**config.mk**
```make
export PLATFORM = sky130hd
export DESIGN_NAME = pt_link_credit_tx
export DESIGN_NICKNAME = d
export VERILOG_FILES = /design/src/rtl/pt_ring_pkg.sv /design/src/rtl/pt_crd_cnt.sv /design/src/rtl/pt_link_credit_chk.sv /design/src/rtl/pt_link_credit_tx.sv
export SDC_FILE = /design/constraint.sdc
export NUM_CORES = 1
export LEC_CHECK = 0
export ABC_AREA = 1
export BUFFER_PORTS_ARGS = -buffer_cell sky130_fd_sc_hd__buf_2
export CORE_UTILIZATION = 45
export CTS_CLUSTER_SIZE = 40
export DETAILED_ROUTE_END_ITERATION = 10
export GPL_ROUTABILITY_DRIVEN = 0
export GPL_TIMING_DRIVEN = 1
export PLACE_DENSITY = 0.78
export SLEW_MARGIN = 20
export SYNTH_ARGS = -nofsm -noshare
export SYNTH_HDL_FRONTEND = slang
export SYNTH_SLANG_ARGS = --single-unit
```
**constraint.sdc**
```tcl
create_clock -name clk -period 2.17 [get_ports clk]
set_input_delay 0.1085 -clock clk [delete_from_list [all_inputs] [get_ports clk]]
set_output_delay 0.1085 -clock clk [all_outputs]
set_load 0.05 [all_outputs]
```
**src/rtl/pt_ring_pkg.sv**
```systemverilog
// Shared ring-link definitions: link FSM state encoding and default flit/credit sizing
// reused by the egress credit transmitter and the ingress TwoRegFifo instances.
package pt_ring_pkg;

  localparam int PT_WIDTH   = 8;
  localparam int PT_CRD_MAX = 2;

  typedef enum logic [1:0] {
    ST_IDLE  = 2'd0,
    ST_SEND  = 2'd1,
    ST_STALL = 2'd2
  } pt_state_e;

endpackage

```
**src/rtl/pt_crd_cnt.sv**
```systemverilog
// Up/down credit counter that saturates at MAX and never drops below zero.
// With ERR_EN set, an increment at MAX latches a sticky overflow flag until reset.
module pt_crd_cnt #(
  parameter int MAX    = 2,
  parameter bit ERR_EN = 1'b0,
  localparam int CW    = $clog2(MAX + 1)
) (
  input  logic          clk,
  input  logic          rst_n,
  input  logic          i_inc,
  input  logic          i_dec,
  output logic [CW-1:0] o_cnt,
  output logic [CW-1:0] o_cnt_nxt,
  output logic          o_err
);

  localparam logic [CW-1:0] MAX_C = CW'(MAX);

  logic [CW-1:0] r_cnt;
  logic [CW-1:0] w_nxt;

  // a simultaneous return and consume cancel out
  always_comb begin
    w_nxt = r_cnt;
    case ({i_inc, i_dec})
      2'b10: begin
        if (r_cnt != MAX_C) w_nxt = r_cnt + CW'(1'b1);
        else                w_nxt = r_cnt;
      end
      2'b01: begin
        if (r_cnt != {CW{1'b0}}) w_nxt = r_cnt - CW'(1'b1);
        else                     w_nxt = r_cnt;
      end
      default: w_nxt = r_cnt;
    endcase
  end

  always_ff @(posedge clk or negedge rst_n) begin
    if (!rst_n) r_cnt <= MAX_C;
    else        r_cnt <= w_nxt;
  end

  assign o_cnt     = r_cnt;
  assign o_cnt_nxt = w_nxt;

  generate
    if (ERR_EN) begin : g_err
      logic r_err;
      always_ff @(posedge clk or negedge rst_n) begin
        if (!rst_n)                                    r_err <= 1'b0;
        else if (i_inc && !i_dec && (r_cnt == MAX_C))  r_err <= 1'b1;
      end
      assign o_err = r_err;
    end else begin : g_no_err
      assign o_err = 1'b0;
    end
  endgenerate

endmodule

```
**src/rtl/pt_link_credit_chk.sv**
```systemverilog
// Simulation checks for the credit transmitter, compiled only with PT_LINK_CRD_CHK_EN:
// flags credit overflow and any send attempted with no credit left.
`ifdef PT_LINK_CRD_CHK_EN
module pt_link_credit_chk #(
  parameter int  CRD_MAX = 2,
  localparam int CW      = $clog2(CRD_MAX + 1)
) (
  input logic          clk,
  input logic          rst_n,
  input logic          i_send,
  input logic          i_crd_ret,
  input logic [CW-1:0] i_crd
);

  localparam logic [CW-1:0] CRD_FULL = CW'(CRD_MAX);

  a_no_crd_overflow: assert property (@(posedge clk) disable iff (!rst_n)
    !(i_crd_ret && !i_send && (i_crd == CRD_FULL)))
    else $error("credit overflow: return received with counter already at %0d", CRD_MAX);

  a_no_send_without_crd: assert property (@(posedge clk) disable iff (!rst_n)
    !(i_send && (i_crd == {CW{1'b0}})))
    else $error("send issued with zero credits");

endmodule
`endif

```
**src/rtl/pt_link_credit_tx.sv**
```systemverilog
// Ring-link transmitter: pops a show-ahead FIFO into a registered flit, gated by downstream credits.
// Optional macro PT_LINK_CRD_CHK_EN enables the sticky oCrdErr overflow flag and simulation checks.
module pt_link_credit_tx
  import pt_ring_pkg::*;
#(
  parameter int  WIDTH   = PT_WIDTH,
  parameter int  CRD_MAX = PT_CRD_MAX,
  localparam int CW      = $clog2(CRD_MAX + 1)
) (
  input  logic             clk,
  input  logic             rst,
  input  logic             iEn,
  input  logic             iFifoEmpty,
  input  logic [WIDTH-1:0] iFifoRdDat,
  output logic             oFifoRdEn,
  output logic             oLinkVld,
  output logic [WIDTH-1:0] oLinkDat,
  input  logic             iLinkCrd,
  output logic [CW-1:0]    oCrd,
  output logic             oIdle,
  output logic             oCrdErr
);

`ifdef PT_LINK_CRD_CHK_EN
  localparam bit CHK_EN = 1'b1;
`else
  localparam bit CHK_EN = 1'b0;
`endif

  localparam logic [CW-1:0] CRD_FULL = CW'(CRD_MAX);

  logic             w_send;
  logic [CW-1:0]    w_crd;
  logic [CW-1:0]    w_crd_nxt;
  logic             r_vld;
  logic [WIDTH-1:0] r_dat;
  pt_state_e        r_state;
  pt_state_e        w_state_nxt;

  // a credit returned this cycle is only usable next cycle; no pops while in reset
  assign w_send    = rst & iEn & ~iFifoEmpty & (w_crd != {CW{1'b0}});
  assign oFifoRdEn = w_send;

  pt_crd_cnt #(
    .MAX    (CRD_MAX),
    .ERR_EN (CHK_EN)
  ) u_crd_cnt (
    .clk       (clk),
    .rst_n     (rst),
    .i_inc     (iLinkCrd),
    .i_dec     (w_send),
    .o_cnt     (w_crd),
    .o_cnt_nxt (w_crd_nxt),
    .o_err     (oCrdErr)
  );

  always_ff @(posedge clk or negedge rst) begin
    if (!rst) begin
      r_vld <= 1'b0;
      r_dat <= {WIDTH{1'b0}};
    end else begin
      r_vld <= w_send;
      if (w_send) r_dat <= iFifoRdDat;
    end
  end

  always_ff @(posedge clk or negedge rst) begin
    if (!rst) r_state <= ST_IDLE;
    else      r_state <= w_state_nxt;
  end

  // STALL is entered on the post-update credit count so a same-cycle return avoids it
  always_comb begin
    w_state_nxt = r_state;
    case (r_state)
      ST_IDLE: begin
        if (w_send) w_state_nxt = ST_SEND;
        else        w_state_nxt = ST_IDLE;
      end
      ST_SEND: begin
        if (w_send)                                                   w_state_nxt = ST_SEND;
        else if (iEn && !iFifoEmpty && (w_crd_nxt == {CW{1'b0}}))     w_state_nxt = ST_STALL;
        else                                                          w_state_nxt = ST_IDLE;
      end
      ST_STALL: begin
        if (w_send)                   w_state_nxt = ST_SEND;
        else if (!iEn || iFifoEmpty)  w_state_nxt = ST_IDLE;
        else                          w_state_nxt = ST_STALL;
      end
      default: w_state_nxt = ST_IDLE;
    endcase
  end

  assign oLinkVld = r_vld;
  assign oLinkDat = r_dat;
  assign oCrd     = w_crd;
  assign oIdle    = (r_state == ST_IDLE) & (w_crd == CRD_FULL) & ~r_vld & iFifoEmpty;

`ifdef PT_LINK_CRD_CHK_EN
  pt_link_credit_chk #(
    .CRD_MAX (CRD_MAX)
  ) u_chk (
    .clk       (clk),
    .rst_n     (rst),
    .i_send    (w_send),
    .i_crd_ret (iLinkCrd),
    .i_crd     (w_crd)
  );
`endif

endmodule

```
==> results of run 1 <==
==> layout make-up <==
type | instances | area share [%]
flip-flops and latches | 13 | 39.4
multi-input cells | 52 | 32.3
repair buffers | 28 | 18.1
inverters | 10 | 4.68
clock buffers | 4 | 3.17
well taps | 15 | 2.27
==> stage by stage <==
stage               setup WS (ps)  hold slack, ps  power [mW]  utilization, %
detailed placement            219            12.0       0.811            60.1
floorplan                    13.1            -187       0.701               -
CTS                           189            29.1       0.955            62.9
global placement              379            10.5       0.800            60.1
finish                        205            31.0       0.948            62.9
global route                 3.17            25.2        1.01            62.9
==> power by group <==
group	total (mW)	switching [mW]	internal, mW
sequential	0.347	0.0372	0.310
clock	0.141	0.0705	0.0710
combinational	0.459	0.352	0.107
total	0.948	0.460	0.488
==> registers in the layout, summed over array words and instances, names as in the netlist <==
| name | flops |
|---|---|
| oLinkDat | 8 |
| oLinkVld | 1 |
| r_state | 2 |
| u_crd_cnt.o_cnt | 2 |
==> final timing paths <==
check                                    from                  to  slack, ps  depth (start not counted)
min in group asynchronous                 rst         oLinkDat[5]        250                          2
min reg2reg                        r_state[0]          r_state[0]        470                          1
max reg2reg                u_crd_cnt.o_cnt[1]          r_state[1]        220                         10
max in group asynchronous                 rst  u_crd_cnt.o_cnt[1]       1640                          2
max                        u_crd_cnt.o_cnt[1]           oFifoRdEn        200                          7
min                             iFifoRdDat[6]         oLinkDat[6]         30                          3
==> cells by family (layout without fill, tap and decap cells) <==
family,count (synthesis),in the layout
flops,13,13
other cells,1,1
simple gates,43,43
fa+ha+maj,6,6
buf+inv,12,42
compound gates,2,2
==> tightest hold or removal path: stages <==
cell	delay, ps
buf_2	70
nand2_1	40
nand2_1	40
==> cells in the mapped netlist (all sizes together) <==
library cell / count
nor2: 2
or2: 1
ha: 6
a21oi: 2
nand2: 36
clkinv: 1
dfrtp: 12
buf: 2
nor3: 1
nand4: 1
conb: 1
inv: 9
nand3: 2
dfstp: 1
==> routing by layer <==
| layer | part of all wire (%) | track usage (%) | vias to the layer above |
|---|---|---|---|
| met5 | 0 | 0 | - |
| met4 | 0 | 5.17 | 0 |
| met3 | 5.0 | 3.89 | 0 |
| met2 | 46 | 33.5 | 23 |
| met1 | 49 | 25.8 | 249 |
| li1 | - | - | 289 |
==> timing repair <==
| action | 4_1_cts | 5_1_grt |
|---|---|---|
| endpoints found under the hold margin | 13 | 0 |
| hold buffers | 1 | 0 |
| endpoints found under the setup margin | 0 | 0 |
==> out/qor.yml, run 1 <==
wl_um: 1230
hold_viol: 0
final_area_um2: 828
dpl_cell_area_um2: 792
path_max_fanout: 10
synth_compound_area_share_pct: 2.11
syn_area_um2: 652
synth_nets: 96
antenna_left: 0
grt_overflow: 0
fillers: 128
cts_inserted_buffers: 3
min_period_over_period_pct: 90.6
htreeDepth: 1
power.density_mw_per_mm2: 1140
synth.area.mux_share_pct: 0
slowest_stage: "dfstp_2"
path_class: "reg2out"
dieHeight_um: 40.1
synthXorXnorAreaFrac_pct: 0
rows: 13
first_global_vias: 500
place_hpwl_um: 963
required_ps: 2060
crit_buf_inv: 4
core_mm2: 0.00132
tns_ps: 0
cts_resized: 0
via_count: 561
p_leak_nw: 0.507
peakVddDrop_uv: 719
grt_start_max_net_pins: 15
cap_violations: 0
start_util_pct: 49.5
viasPerCell: 4.60
cts_num_sinks: 13
fmax_mhz: 509
seq_area_frac_synth_pct: 50.1
path_clk_slew_ps: 80
dp.cells: 117
grt_usage_pct: 19.8
final_cell_mix: "35 x nand2_1, 25 x buf_2, 12 x dfrtp_1, 9 x inv_1, 6 x ha_1"
cp-end-kind: "output pin"
hold_class: "in2reg"
multi_input_area_um2: 268
final_nets: 127
die_w_um: 40.1
cts_tree: "done"
diodes: 0
yosys-top-cells-area: "dfrtp_1 46%, nand2_1 20%, ha_1 12%"
cpLargestDelayFamily: "buffers and inverters"
synth.top_cell.area_share_pct: 46.1
insertion_delay_ps: 260
arrival_ps: 1860
yosys_warnings: 0
start_kind: "flop"
drt_first_pass_iters: 3
finalSetupViolCount: 0
synth-simple-area-share_pct: 26.9
synth_top_family_by_area: "simple AND/OR/NAND/NOR gates"
avgSynthCellArea_um2: 8.47
instances_no_fill: 122
layout_commonest_cell: "nand2_1"
slew_viol_final: 0
slowest_delay_ps: 560
clock_path_buffers: 2
wl_per_cell_um: 10.1
num_io_pins: 27
syn_to_final_growth_pct: 27.1
drc_errors: 0
root_buffer: "clkbuf_4"
drtIter0Drc: 4
yosysUniqueCellTypes: 18
yosysTopAreaCell: "dfrtp_1"
status: "complete, no violations"
ys_ff_latch: 13
drive_above_1_share_pct: 32.7
regArea_um2: 327
fin_crit_ps: 1970
io_buffers: 25
rsz0062_at_grt: "false"
grt_first_pass_wirelength_um: 2070
grt_antenna_before_repair: 0
dieArea_mm2: 0.00160
final.setup_skew_ps: 4.77
post_cts_buffers: 0
crit_chain: "inv_1 > ha_1 > nor2_1 > nand2_2 > clkinv_2 > buf_4 > buf_2"
syn_inst: 77
yosys.area_share.adder_pct: 11.5
Power figures use the tool's default switching activity.
==> inputs of run 2 (changes only) <==
--- a/config.mk
+++ b/config.mk
@@ -7,7 +7,9 @@
 export LEC_CHECK = 0
 export ABC_AREA = 1
 export BUFFER_PORTS_ARGS = -buffer_cell sky130_fd_sc_hd__buf_2
+export CAP_MARGIN = 20
 export CORE_UTILIZATION = 45
+export CTS_BUF_LIST = sky130_fd_sc_hd__clkbuf_16
 export CTS_CLUSTER_SIZE = 40
 export DETAILED_ROUTE_END_ITERATION = 10
 export GPL_ROUTABILITY_DRIVEN = 0
==> constraint.sdc (replaced) <==
create_clock -name clk -period 2.17 [get_ports clk]
set_input_delay 0.1085 -clock clk [delete_from_list [all_inputs] [get_ports clk]]
set_output_delay 0.1085 -clock clk [all_outputs]
set_load 0.1 [all_outputs]
==> out/qor.yml, run 2 (synthesis results as in run 1) <==
io_buffers: 25
drc_errors: 0
dpl_cell_area_um2: 805
antenna_left: 0
hold_class: "in2reg"
num_io_pins: 27
final_cell_mix: "35 x nand2_1, 25 x buf_2, 11 x dfrtp_1, 9 x inv_1, 6 x ha_1"
syn_to_final_growth_pct: 37.0
grt_start_max_net_pins: 15
first_global_vias: 502
drtIter0Drc: 7
drive_above_1_share_pct: 34.9
cap_violations: 0
status: "complete, no violations"
min_period_over_period_pct: 92.0
largest_reg_flops: 8
rows: 13
slew_viol_final: 0
diodes: 0
holdWs_ps: 61.3
drt_first_pass_iters: 6
path_class: "reg2out"
cts_num_sinks: 13
via_count: 577
clock_path_buffers: 2
final_nets: 126
fin_crit_ps: 2000
die_w_um: 40.1
final.setup_skew_ps: 0.720
grt_overflow: 0
grt_usage_pct: 19.3
cts_tree: "done"
grt_antenna_before_repair: 0
root_buffer: "clkbuf_16"
tns_ps: 0
layout_commonest_cell: "nand2_1"
peakVddDrop_uv: 1070
fillers: 110
htreeDepth: 1
required_ps: 2060
cp-end-kind: "output pin"
rsz0062_at_grt: "false"
power.density_mw_per_mm2: 1590
start_kind: "flop"
hold_viol: 0
insertion_delay_ps: 240
arrival_ps: 1890
viasPerCell: 4.77
place_hpwl_um: 992
start_util_pct: 49.5
cts_inserted_buffers: 3
wl_um: 1280
path_clk_slew_ps: 40
path_max_fanout: 11
core_mm2: 0.00132
grt_first_pass_wirelength_um: 1990
p_leak_nw: 0.528
dieArea_mm2: 0.00160
post_cts_buffers: 0
finalSetupViolCount: 0
dieHeight_um: 40.1
fmax_mhz: 501
wl_per_cell_um: 10.6
final_area_um2: 893
==> run 2: final cells by class <==
class / instances / area, µm² / area share [%]
clock inverters: 1 / 3.75 / 0.420
repair buffers: 27 / 143 / 16.0
flip-flops and latches: 13 / 332 / 37.1
multi-input cells: 52 / 279 / 31.2
inverters: 10 / 42.5 / 4.76
well taps: 15 / 18.8 / 2.10
clock buffers: 3 / 75.1 / 8.40
==> run 2: routing by layer <==
| metal | part of all wire, % | GRT usage (%) | vias to the layer above |
|---|---|---|---|
| met5 | 0 | 0 | - |
| met4 | 0 | 10.3 | 0 |
| met3 | 6.3 | 3.33 | 0 |
| met2 | 48 | 33.1 | 30 |
| met1 | 45 | 22.7 | 259 |
| li1 | - | - | 288 |
==> run 2: final timing paths <==
check	slack, ps	cells past startpoint	to	start
max reg2reg	200	10	r_state[1]	u_crd_cnt.o_cnt[1]
min in group asynchronous	300	2	oLinkDat[7]	rst
min reg2reg	460	1	r_state[0]	r_state[0]
max	170	6	oFifoRdEn	u_crd_cnt.o_cnt[1]
max in group asynchronous	1590	2	u_crd_cnt.o_cnt[1]	rst
min	60	3	oLinkDat[3]	iFifoRdDat[3]
==> run 2: power breakdown <==
part           leakage, nW  internal [mW]  switching [mW]
Clock               0.0423          0.242          0.0950
Sequential           0.163          0.316          0.0383
Combinational        0.323          0.109           0.617
Total                0.528          0.667           0.750
==> run 2: worst max-delay path, stage by stage, from the launching register on <==
cell	delay (ps)
dfstp_4	620
inv_2	50
ha_1	170
nor2_1	140
nand2_2	120
clkinv_4	110
buf_2	430
==> run 2: timing repair <==
item	4_1_cts	5_1_grt
resized for setup	0	0
hold endpoints to repair	12	0
hold buffers	1	0
==> run 2: through the flow <==
step,instances,worst slack [ps],total power [mW],util [%]
after floorplan,77,12.4,0.971,-
after global placement,116,337,1.07,61.1
after detailed placement,116,191,1.09,61.1
after CTS,121,147,1.43,67.8
after global routing,121,84.5,1.48,67.8
final,121,173,1.42,67.8
